[config.mk]
export PLATFORM = sky130hd
export DESIGN_NAME = id_ex_pipe
export DESIGN_NICKNAME = d
export VERILOG_FILES = /design/src/rtl/id_ex_pipe.sv
export SDC_FILE = /design/constraint.sdc
export NUM_CORES = 1
export LEC_CHECK = 0
export BUFFER_PORTS_ARGS = -buffer_cell sky130_fd_sc_hd__clkbuf_2
export CORE_ASPECT_RATIO = 1.4
export CORE_MARGIN = 2
export CORE_UTILIZATION = 30
export DETAILED_ROUTE_END_ITERATION = 10
export PLACE_DENSITY_LB_ADDON = 0.1
export SLEW_MARGIN = 10
export SYNTH_ARGS = -nofsm -noshare
export SYNTH_HDL_FRONTEND = slang
export SYNTH_SLANG_ARGS = --single-unit
[constraint.sdc]
create_clock -name clk -period 4 [get_ports clk]
set_input_delay 0.6 -clock clk [delete_from_list [all_inputs] [get_ports clk]]
set_output_delay 0.6 -clock clk [all_outputs]
set_load 0.02 [all_outputs]
[src/rtl/id_ex_pipe.sv]
// ID/EX pipeline register with load-use hazard detection, downstream hold and jump flush.
// A load-use hazard inserts a one-cycle bubble; ex_stall freezes the whole stage.
module id_ex_pipe #(
    parameter logic [15:0] STALL_CNT_MAX = 16'hFFFF
) (
    input  logic        clk,
    input  logic        rst,
    input  logic        id_valid,
    input  logic [31:0] id_instr,
    input  logic [31:0] id_pc,
    input  logic [31:0] id_rs_data,
    input  logic [31:0] id_rt_data,
    input  logic [31:0] id_imm_ext,
    input  logic        ctl_ex_regwr,
    input  logic        ctl_memread,
    input  logic [1:0]  ctl_asel,
    input  logic        ctl_bsel,
    input  logic [4:0]  ctl_aluop,
    input  logic        ctl_wdstsel,
    input  logic        ctl_mem_regwr,
    input  logic [1:0]  ctl_be,
    input  logic        ctl_dmwr,
    input  logic        ctl_wb_regwr,
    input  logic [1:0]  ctl_wcsel,
    input  logic        ctl_wdstregsel,
    input  logic        ctl_jmp,
    input  logic        ctl_jmpr,
    input  logic        ex_stall,
    output logic [31:0] ex_instr,
    output logic [31:0] ex_pc,
    output logic [31:0] ex_rs_data,
    output logic [31:0] ex_rt_data,
    output logic [31:0] ex_imm_ext,
    output logic        ex_ex_regwr,
    output logic        ex_memread,
    output logic [1:0]  ex_asel,
    output logic        ex_bsel,
    output logic [4:0]  ex_aluop,
    output logic        ex_wdstsel,
    output logic        ex_mem_regwr,
    output logic [1:0]  ex_be,
    output logic        ex_dmwr,
    output logic        ex_wb_regwr,
    output logic [1:0]  ex_wcsel,
    output logic        ex_wdstregsel,
    output logic        ex_valid,
    output logic [4:0]  ex_dst,
    output logic        pc_write,
    output logic        ifid_write,
    output logic        ifid_flush,
    output logic        hazard_stall,
    output logic [15:0] stall_cnt
);

    typedef enum logic {RUN, HOLD} state_t;

    typedef struct packed {
        logic       ex_regwr;
        logic       memread;
        logic [1:0] asel;
        logic       bsel;
        logic [4:0] aluop;
        logic       wdstsel;
        logic       mem_regwr;
        logic [1:0] be;
        logic       dmwr;
        logic       wb_regwr;
        logic [1:0] wcsel;
        logic       wdstregsel;
    } ctl_t;

    typedef struct packed {
        logic [31:0] instr;
        logic [31:0] pc;
        logic [31:0] rs_data;
        logic [31:0] rt_data;
        logic [31:0] imm_ext;
        logic [4:0]  dst;
    } data_t;

    localparam logic [5:0] OP_RTYPE = 6'b000000;
    localparam logic [5:0] OP_J     = 6'b000010;
    localparam logic [5:0] OP_JAL   = 6'b000011;
    localparam logic [5:0] OP_BEQ   = 6'b000100;
    localparam logic [5:0] OP_BNE   = 6'b000101;
    localparam logic [5:0] OP_LUI   = 6'b001111;
    localparam logic [5:0] OP_SB    = 6'b101000;
    localparam logic [5:0] OP_SH    = 6'b101001;
    localparam logic [5:0] OP_SW    = 6'b101011;

    state_t      state_q, state_d;
    ctl_t        ctl_q, ctl_d, ctl_in;
    data_t       data_q, data_d, data_in;
    logic        valid_q, valid_d;
    logic [15:0] cnt_q, cnt_d;

    logic [5:0]  opcode;
    logic [4:0]  rs_idx, rt_idx, dst_in;
    logic        rs_used, rt_used, load_use;

    function automatic logic [15:0] sat_inc(input logic [15:0] v);
        return (v >= STALL_CNT_MAX) ? v : v + 16'd1;
    endfunction

    assign opcode = id_instr[31:26];
    assign rs_idx = id_instr[25:21];
    assign rt_idx = id_instr[20:16];

    assign dst_in = ctl_wdstregsel ? 5'd31 :
                    ctl_wdstsel    ? id_instr[15:11] : id_instr[20:16];

    assign rs_used = id_valid && (opcode != OP_J) && (opcode != OP_JAL) && (opcode != OP_LUI);
    assign rt_used = id_valid && ((opcode == OP_RTYPE) || (opcode == OP_BEQ) || (opcode == OP_BNE) ||
                                  (opcode == OP_SW) || (opcode == OP_SB) || (opcode == OP_SH));

    // Compared against whatever EX currently holds, including contents frozen by a hold.
    assign load_use = valid_q && ctl_q.memread && (data_q.dst != 5'd0) &&
                      ((rs_used && (data_q.dst == rs_idx)) || (rt_used && (data_q.dst == rt_idx)));

    assign ctl_in = '{
        ex_regwr:   ctl_ex_regwr,
        memread:    ctl_memread,
        asel:       ctl_asel,
        bsel:       ctl_bsel,
        aluop:      ctl_aluop,
        wdstsel:    ctl_wdstsel,
        mem_regwr:  ctl_mem_regwr,
        be:         ctl_be,
        dmwr:       ctl_dmwr,
        wb_regwr:   ctl_wb_regwr,
        wcsel:      ctl_wcsel,
        wdstregsel: ctl_wdstregsel
    };

    assign data_in = '{
        instr:   id_instr,
        pc:      id_pc,
        rs_data: id_rs_data,
        rt_data: id_rt_data,
        imm_ext: id_imm_ext,
        dst:     dst_in
    };

    always_comb begin
        state_d      = state_q;
        ctl_d        = ctl_q;
        data_d       = data_q;
        valid_d      = valid_q;
        cnt_d        = cnt_q;
        pc_write     = 1'b1;
        ifid_write   = 1'b1;
        ifid_flush   = 1'b0;
        hazard_stall = 1'b0;

        case (state_q)
            RUN:     if (ex_stall)  state_d = HOLD;
            HOLD:    if (!ex_stall) state_d = RUN;
            default: state_d = RUN;
        endcase

        if (!rst) begin
            if (ex_stall) begin
                pc_write   = 1'b0;
                ifid_write = 1'b0;
            end else if (load_use) begin
                // Data registers still load; nothing downstream looks at them while invalid.
                pc_write     = 1'b0;
                ifid_write   = 1'b0;
                hazard_stall = 1'b1;
                ctl_d        = '0;
                valid_d      = 1'b0;
                data_d       = data_in;
                cnt_d        = sat_inc(cnt_q);
            end else begin
                ifid_flush = id_valid && (ctl_jmp || ctl_jmpr);
                ctl_d      = ctl_in;
                valid_d    = id_valid;
                data_d     = data_in;
            end
        end
    end

    always_ff @(posedge clk) begin
        if (rst) begin
            state_q <= RUN;
            ctl_q   <= '0;
            data_q  <= '0;
            valid_q <= 1'b0;
            cnt_q   <= '0;
        end else begin
            state_q <= state_d;
            ctl_q   <= ctl_d;
            data_q  <= data_d;
            valid_q <= valid_d;
            cnt_q   <= cnt_d;
        end
    end

    assign ex_instr      = data_q.instr;
    assign ex_pc         = data_q.pc;
    assign ex_rs_data    = data_q.rs_data;
    assign ex_rt_data    = data_q.rt_data;
    assign ex_imm_ext    = data_q.imm_ext;
    assign ex_dst        = data_q.dst;
    assign ex_ex_regwr   = ctl_q.ex_regwr;
    assign ex_memread    = ctl_q.memread;
    assign ex_asel       = ctl_q.asel;
    assign ex_bsel       = ctl_q.bsel;
    assign ex_aluop      = ctl_q.aluop;
    assign ex_wdstsel    = ctl_q.wdstsel;
    assign ex_mem_regwr  = ctl_q.mem_regwr;
    assign ex_be         = ctl_q.be;
    assign ex_dmwr       = ctl_q.dmwr;
    assign ex_wb_regwr   = ctl_q.wb_regwr;
    assign ex_wcsel      = ctl_q.wcsel;
    assign ex_wdstregsel = ctl_q.wdstregsel;
    assign ex_valid      = valid_q;
    assign stall_cnt     = cnt_q;

endmodule

# After elaboration in Yosys (flattened, before gate mapping)
# Index checks and enable logic that the tools add are counted.
dict set report totals {
  inputBits 185
  ff_bits 201
}
dict set report op_classes {
  muxes 13
  add_sub_neg 1
  eq_ne 10
  reduce_logical 20
  bitwise_logic 2
  n_lt_le_gt_ge 1
}
# op n
set ops {}
lappend ops {{$mux 19} 1}
lappend ops {{$eq 6x6->1 const B} 3}
lappend ops {{$add 16x1->16 const B} 1}
lappend ops {{$ge 16x16->1 const B} 1}
lappend ops {{$eq 6x3->1 const B} 2}
lappend ops {{$ne 6x2->1 const B} 2}
lappend ops {{$eq 5x5->1} 2}
lappend ops {{$logic_and 1x1->1} 10}
lappend ops {{$mux 1} 10}
lappend ops {{$mux 5} 2}
lappend ops {{$logic_or 1x1->1} 7}
lappend ops {{$logic_not 6->1} 1}
lappend ops {{$ne 6x4->1 const B} 1}
lappend ops {{$reduce_bool 5->1} 1}
lappend ops {{$reduce_and 3->1} 1}
lappend ops {{$not 1->1} 2}

# Logic depth before layout (Yosys ltp)
dict set report logic_depth {
  depth_word 13
  mapped_depth 8
}

# Worst setup path before layout
# Ideal clock, no wire load.
dict set report synth_path {
  kind {input port to output port}
  startpoint {input id_instr[31]}
  endpoint {output pc_write}
  path_slack_ns 1.138
  cell_stages 7
  required_time_ns 3.400
  path_buffers 2
  t_arrival_ns 2.262
  cell_sequence {nand2b_1 a2111oi_2 nand4bb_2 nand2_1 buf_2 o21bai_1 buf_4}
}
dict set report synth_between {
  elab_chain_cells 13
}
# element line
set synth_rtl {}
lappend synth_rtl {{from (decl)} 9} ;# input logic [31:0] id_instr,
lappend synth_rtl {{$eq 6x3->1 or $logic_not 6->1 (tied branches)} 113} ;# assign rt_used = id_valid && ((opcode == OP_RTYPE) || (opcode == OP_BEQ) || (opcode == OP_BNE) ||
lappend synth_rtl {{$logic_or 1x1->1 (3 in a row)} 113}
lappend synth_rtl {{$logic_or 1x1->1 (2 in a row)} 114} ;# (opcode == OP_SW) || (opcode == OP_SB) || (opcode == OP_SH));
lappend synth_rtl {{$logic_and 1x1->1} 113}
lappend synth_rtl {{$logic_and 1x1->1} 118} ;# ((rs_used && (data_q.dst == rs_idx)) || (rt_used && (data_q.dst == rt_idx)));
lappend synth_rtl {{$logic_or 1x1->1 *} 118}
lappend synth_rtl {{$logic_and 1x1->1 *} 117} ;# assign load_use = valid_q && ctl_q.memread && (data_q.dst != 5'd0) &&
lappend synth_rtl {{$mux 1 * (3 in a row)} --}
lappend synth_rtl {{to (decl)} 48} ;# output logic pc_write,
# Mark *: on every way between the ends. The rest lies on a longest branch, timed or not.

# Worst setup path in the final report
dict set report layout_path {
  startpoint {register data_q, in the netlist ex_dst[0]}
  endpoint {output ifid_flush}
}
dict set report layout_between {
  elab_chain_cells 7
}
# element line
set layout_rtl {}
lappend layout_rtl {{from (decl)} 93} ;# data_t data_q, data_d, data_in;
lappend layout_rtl {{from (signal assigned)} 193} ;# data_q <= data_d;
lappend layout_rtl {{$eq 5x5->1} 118}
lappend layout_rtl {{$logic_and 1x1->1} 118}
lappend layout_rtl {{$logic_or 1x1->1} 118}
lappend layout_rtl {{$logic_and 1x1->1 *} 117}
lappend layout_rtl {{$mux 1 *} 165} ;# end else if (load_use) begin
lappend layout_rtl {{$mux 1 *} 162} ;# if (ex_stall) begin
lappend layout_rtl {{$mux 1 *} 161} ;# if (!rst) begin
lappend layout_rtl {{to (decl)} 50} ;# output logic ifid_flush,
# Marked as above.

==> flow_metrics.tcl <==
set metrics [dict create \
    postSynthAreaPerCell_um2 10.5 \
    p_int_uw 3620 \
    p_per_area_nw_per_um2 461 \
    nNetsFinal 1288 \
    drive_gt1_share_pct 40.9 \
    post-route-util_pct 41.8 \
    grt_max_degree 105 \
    muxShareOfSynthArea_pct 22.2 \
    yosysSeqAreaShare_pct 52.4 \
    yosysTopAreaCell "dfxtp_1" \
    grtUsageMet2_pct 31.4 \
    cts-buffers-inserted 23 \
    wl_per_cell_um 16.6 \
    holdBufCountCts 0 \
    finalCritPeriodShare_pct 75.6 \
    cellLeakagePower_uw 0.00537 \
    cts_max_level 1 \
    synth_edf_count 0 \
    wl_um 23800 \
    maxCapViolations 0 \
    synth_top_area_share_pct 52.4 \
    worstPathArrival_ps 2420 \
    cts_resized 0 \
    syn_area_um2 7680 \
    hold_viol 0 \
    hp-class "primary input to register" \
    p_switching_uw 1250 \
    vias_per_cell 4.59 \
    fp.dieW_um 139 \
    clockBufferDepth 3 \
    start_kind "register" \
    root_buffer "clkbuf_16" \
    timing_worst_setup_path_type "register to output pin" \
    synth_top_family_by_area "multiplexers" \
    ys_ff_latch 201 \
    setup_viol 0 \
    vias 6590 \
    num_rows 69 \
    grt_pass1_wl_um 36400 \
    place.gp.congestion 0.756 \
    synthAdderAreaFrac_pct 0.163 \
    ir_drop_v 0.000297 \
    dieArea_um2 26900 \
    cts_tree "yes" \
    maxSlewHeadroom_pct 26.2 \
    top_usage_layer "met2" \
    clk_latency_ps 500 \
    grt_overflow 0 \
    ys_types 52 \
    gr-usage-met3_pct 5.47 \
    syn_nets 916 \
    yosys.area_share.simple_pct 14.8 \
    first_global_vias 6543 \
    synth-xor-area-share_pct 1.14 \
    drcViolationCount 0 \
    syn_to_final_growth_pct 37.6 \
    ys.flop_type "dfxtp_1" \
    max_freq_mhz 331 \
    synth-compound-area-share_pct 5.75 \
    tightest_slew_ps 1110 \
    setup_tns_ps 0 \
    finClkSkew_ps 10.0 \
    path_clk_slew_ps 60 \
    placedCellCount 1396 \
    port_buffers 389 \
    clock-sinks 201 \
    cp.required_ps 3400 \
    fill_cells 2528 \
    synth.area.top_cells "dfxtp_1, mux2i_1, nor2_1, a22o_1, clkbuf_1" \
    grt_usage_pct 16.8 \
    combPwrFrac_pct 13.3 \
    status "completed" \
    antenna_found_initial 0 \
    power_frac_clock_pct 42.0 \
    ant_nets 0 \
    core-area_um2 25300 \
    rsz0062_at_grt "no" \
    die_y_um 193 \
    dpl.hpwl_um 17300 \
    crit_path_end_kind "output pin" \
    diodes 0 \
    ys_warn_count 0 \
    critPathMaxFanout 21 \
    async_flop_share_pct 0 \
    finalMaxSlewViolations 0 \
    layout.cells.non_filler 1435 \
    netlist_instances 730 \
    period_minus_slack_ps 3020 \
    start_util_pct 30.4 \
    cts_setup_buffers 0 \
    swShare_pct 25.7 \
    num_io_pins 390 \
    first_iter_violations 252 \
    grt_use_met1_pct 17.8 \
    dr.pass1.iters 6 \
    power_frac_seq_pct 44.7 \
]
-- power groups by stage --
stage / Combinational (uW) / Clock [uW] / Sequential (uW)
floorplan: 255 / 0 / 2350
detailed placement: 660 / 0 / 2220
CTS: 662 / 2130 / 2180
finish: 648 / 2040 / 2180
global route: 704 / 2210 / 2190
global placement: 659 / 0 / 2220
-- kinds of logic after synthesis --
group                    Yosys count
flip-flops                       201
multiplexers                     170
adder cells (fa/ha/maj)            1
buffers and inverters             55
AO/OA/AOI/OAI                     54
AND/OR/NAND/NOR                  239
XOR/XNOR                          10
-- final timing paths --
kind                      startpoint                        end  slack, ps  depth (start not counted)
min reg2reg  ex_asel[1]$_SDFFE_PP0N_    ex_asel[1]$_SDFFE_PP0N_        470                          1
max reg2reg   ex_dst[3]$_SDFFE_PP0N_  stall_cnt[8]$_SDFFE_PP0P_       1800                          6
max           ex_dst[0]$_SDFFE_PP0N_                 ifid_flush        980                          8
min                     ctl_ex_regwr   ex_ex_regwr$_SDFFE_PP0N_        320                          2
-- per-stage QoR --
stage | power (uW) | setup WS (ps) | area (um^2) | hold slack, ps
detailed placement | 2880 | 1030 | 9850 | 458
global placement | 2880 | 1030 | 9850 | 458
CTS | 4970 | 922 | 10600 | 296
floorplan | 2600 | 1140 | 7680 | 568
global route | 5110 | 856 | 10600 | 306
finish | 4870 | 978 | 10600 | 319
-- final cells by class --
| cell class | count | area, um^2 | share of cell area, % |
|---|---|---|---|
| well taps | 319 | 399 | 3.78 |
| flip-flops and latches | 201 | 4020 | 38.1 |
| inverters | 6 | 22.5 | 0.213 |
| clock inverters | 4 | 70.1 | 0.663 |
| repair buffers | 396 | 2020 | 19.1 |
| clock buffers | 35 | 651 | 6.16 |
| multi-input cells | 474 | 3390 | 32.0 |
-- critical path: stages (launching register included) --
cell       delay (ps)
dfxtp_1           370
nor4_1            410
a21oi_2           170
nand4bb_2         160
nand2_1           100
nor3_2            100
buf_4             270
o211a_1           180
clkbuf_2          160
-- cell usage in the layout (no fill, tap or decap), types with 2 or more instances in the layout --
master	instances
clkinv_2	2
nor4b_2	2
nor4b_1	2
inv_1	6
a31o_2	6
buf_4	7
clkbuf_1	9
o31ai_1	2
or4b_1	2
and3_2	2
nor3b_1	3
clkbuf_8	3
clkbuf_2	387
nor3_2	2
nand2_1	8
nor2_1	174
nand3_1	9
bufinv_16	2
nand2b_1	8
a21oi_1	11
a22o_1	20
dfxtp_1	201
or2_2	2
xnor2_1	2
nor4_1	8
mux2_2	5
mux2i_1	165
nor2b_1	6
o41ai_1	2
xor2_1	8
a221oi_1	5
clkbuf_16	23
-- sequential cells by signal, indices dropped and copies added, names as in the netlist, 5 cells and up --
signal / cells
ex_aluop: 5
ex_dst: 5
ex_imm_ext: 32
ex_instr: 32
ex_pc: 32
ex_rs_data: 32
ex_rt_data: 32
stall_cnt: 16
-- synthesized netlist by cell type (2+ instances only) --
| cell | count |
|---|---|
| mux2_2 | 5 |
| nand2_1 | 8 |
| inv_1 | 6 |
| nor3_2 | 2 |
| clkbuf_1 | 25 |
| a21oi_1 | 11 |
| o41ai_1 | 2 |
| nor2_1 | 174 |
| o31ai_1 | 2 |
| mux2i_1 | 165 |
| buf_1 | 8 |
| a22o_1 | 20 |
| clkbuf_8 | 2 |
| a31o_2 | 6 |
| and3_2 | 2 |
| or2_2 | 2 |
| or4b_1 | 2 |
| nor3b_1 | 3 |
| nor4_1 | 8 |
| buf_6 | 2 |
| nand3_1 | 9 |
| nand2b_1 | 8 |
| xor2_1 | 8 |
| xnor2_1 | 2 |
| nor4b_2 | 2 |
| a221oi_1 | 5 |
| buf_2 | 10 |
| dfxtp_1 | 201 |
| nor2b_1 | 6 |
| nor4b_1 | 2 |
-- metal layers --
metal,vias to the layer above,routed length (um)
met3,39,1990
met2,266,12400
met4,0,606
met5,-,0
li1,3257,-
met1,3028,8820
No activity file was read; power rests on OpenSTA's default activity.
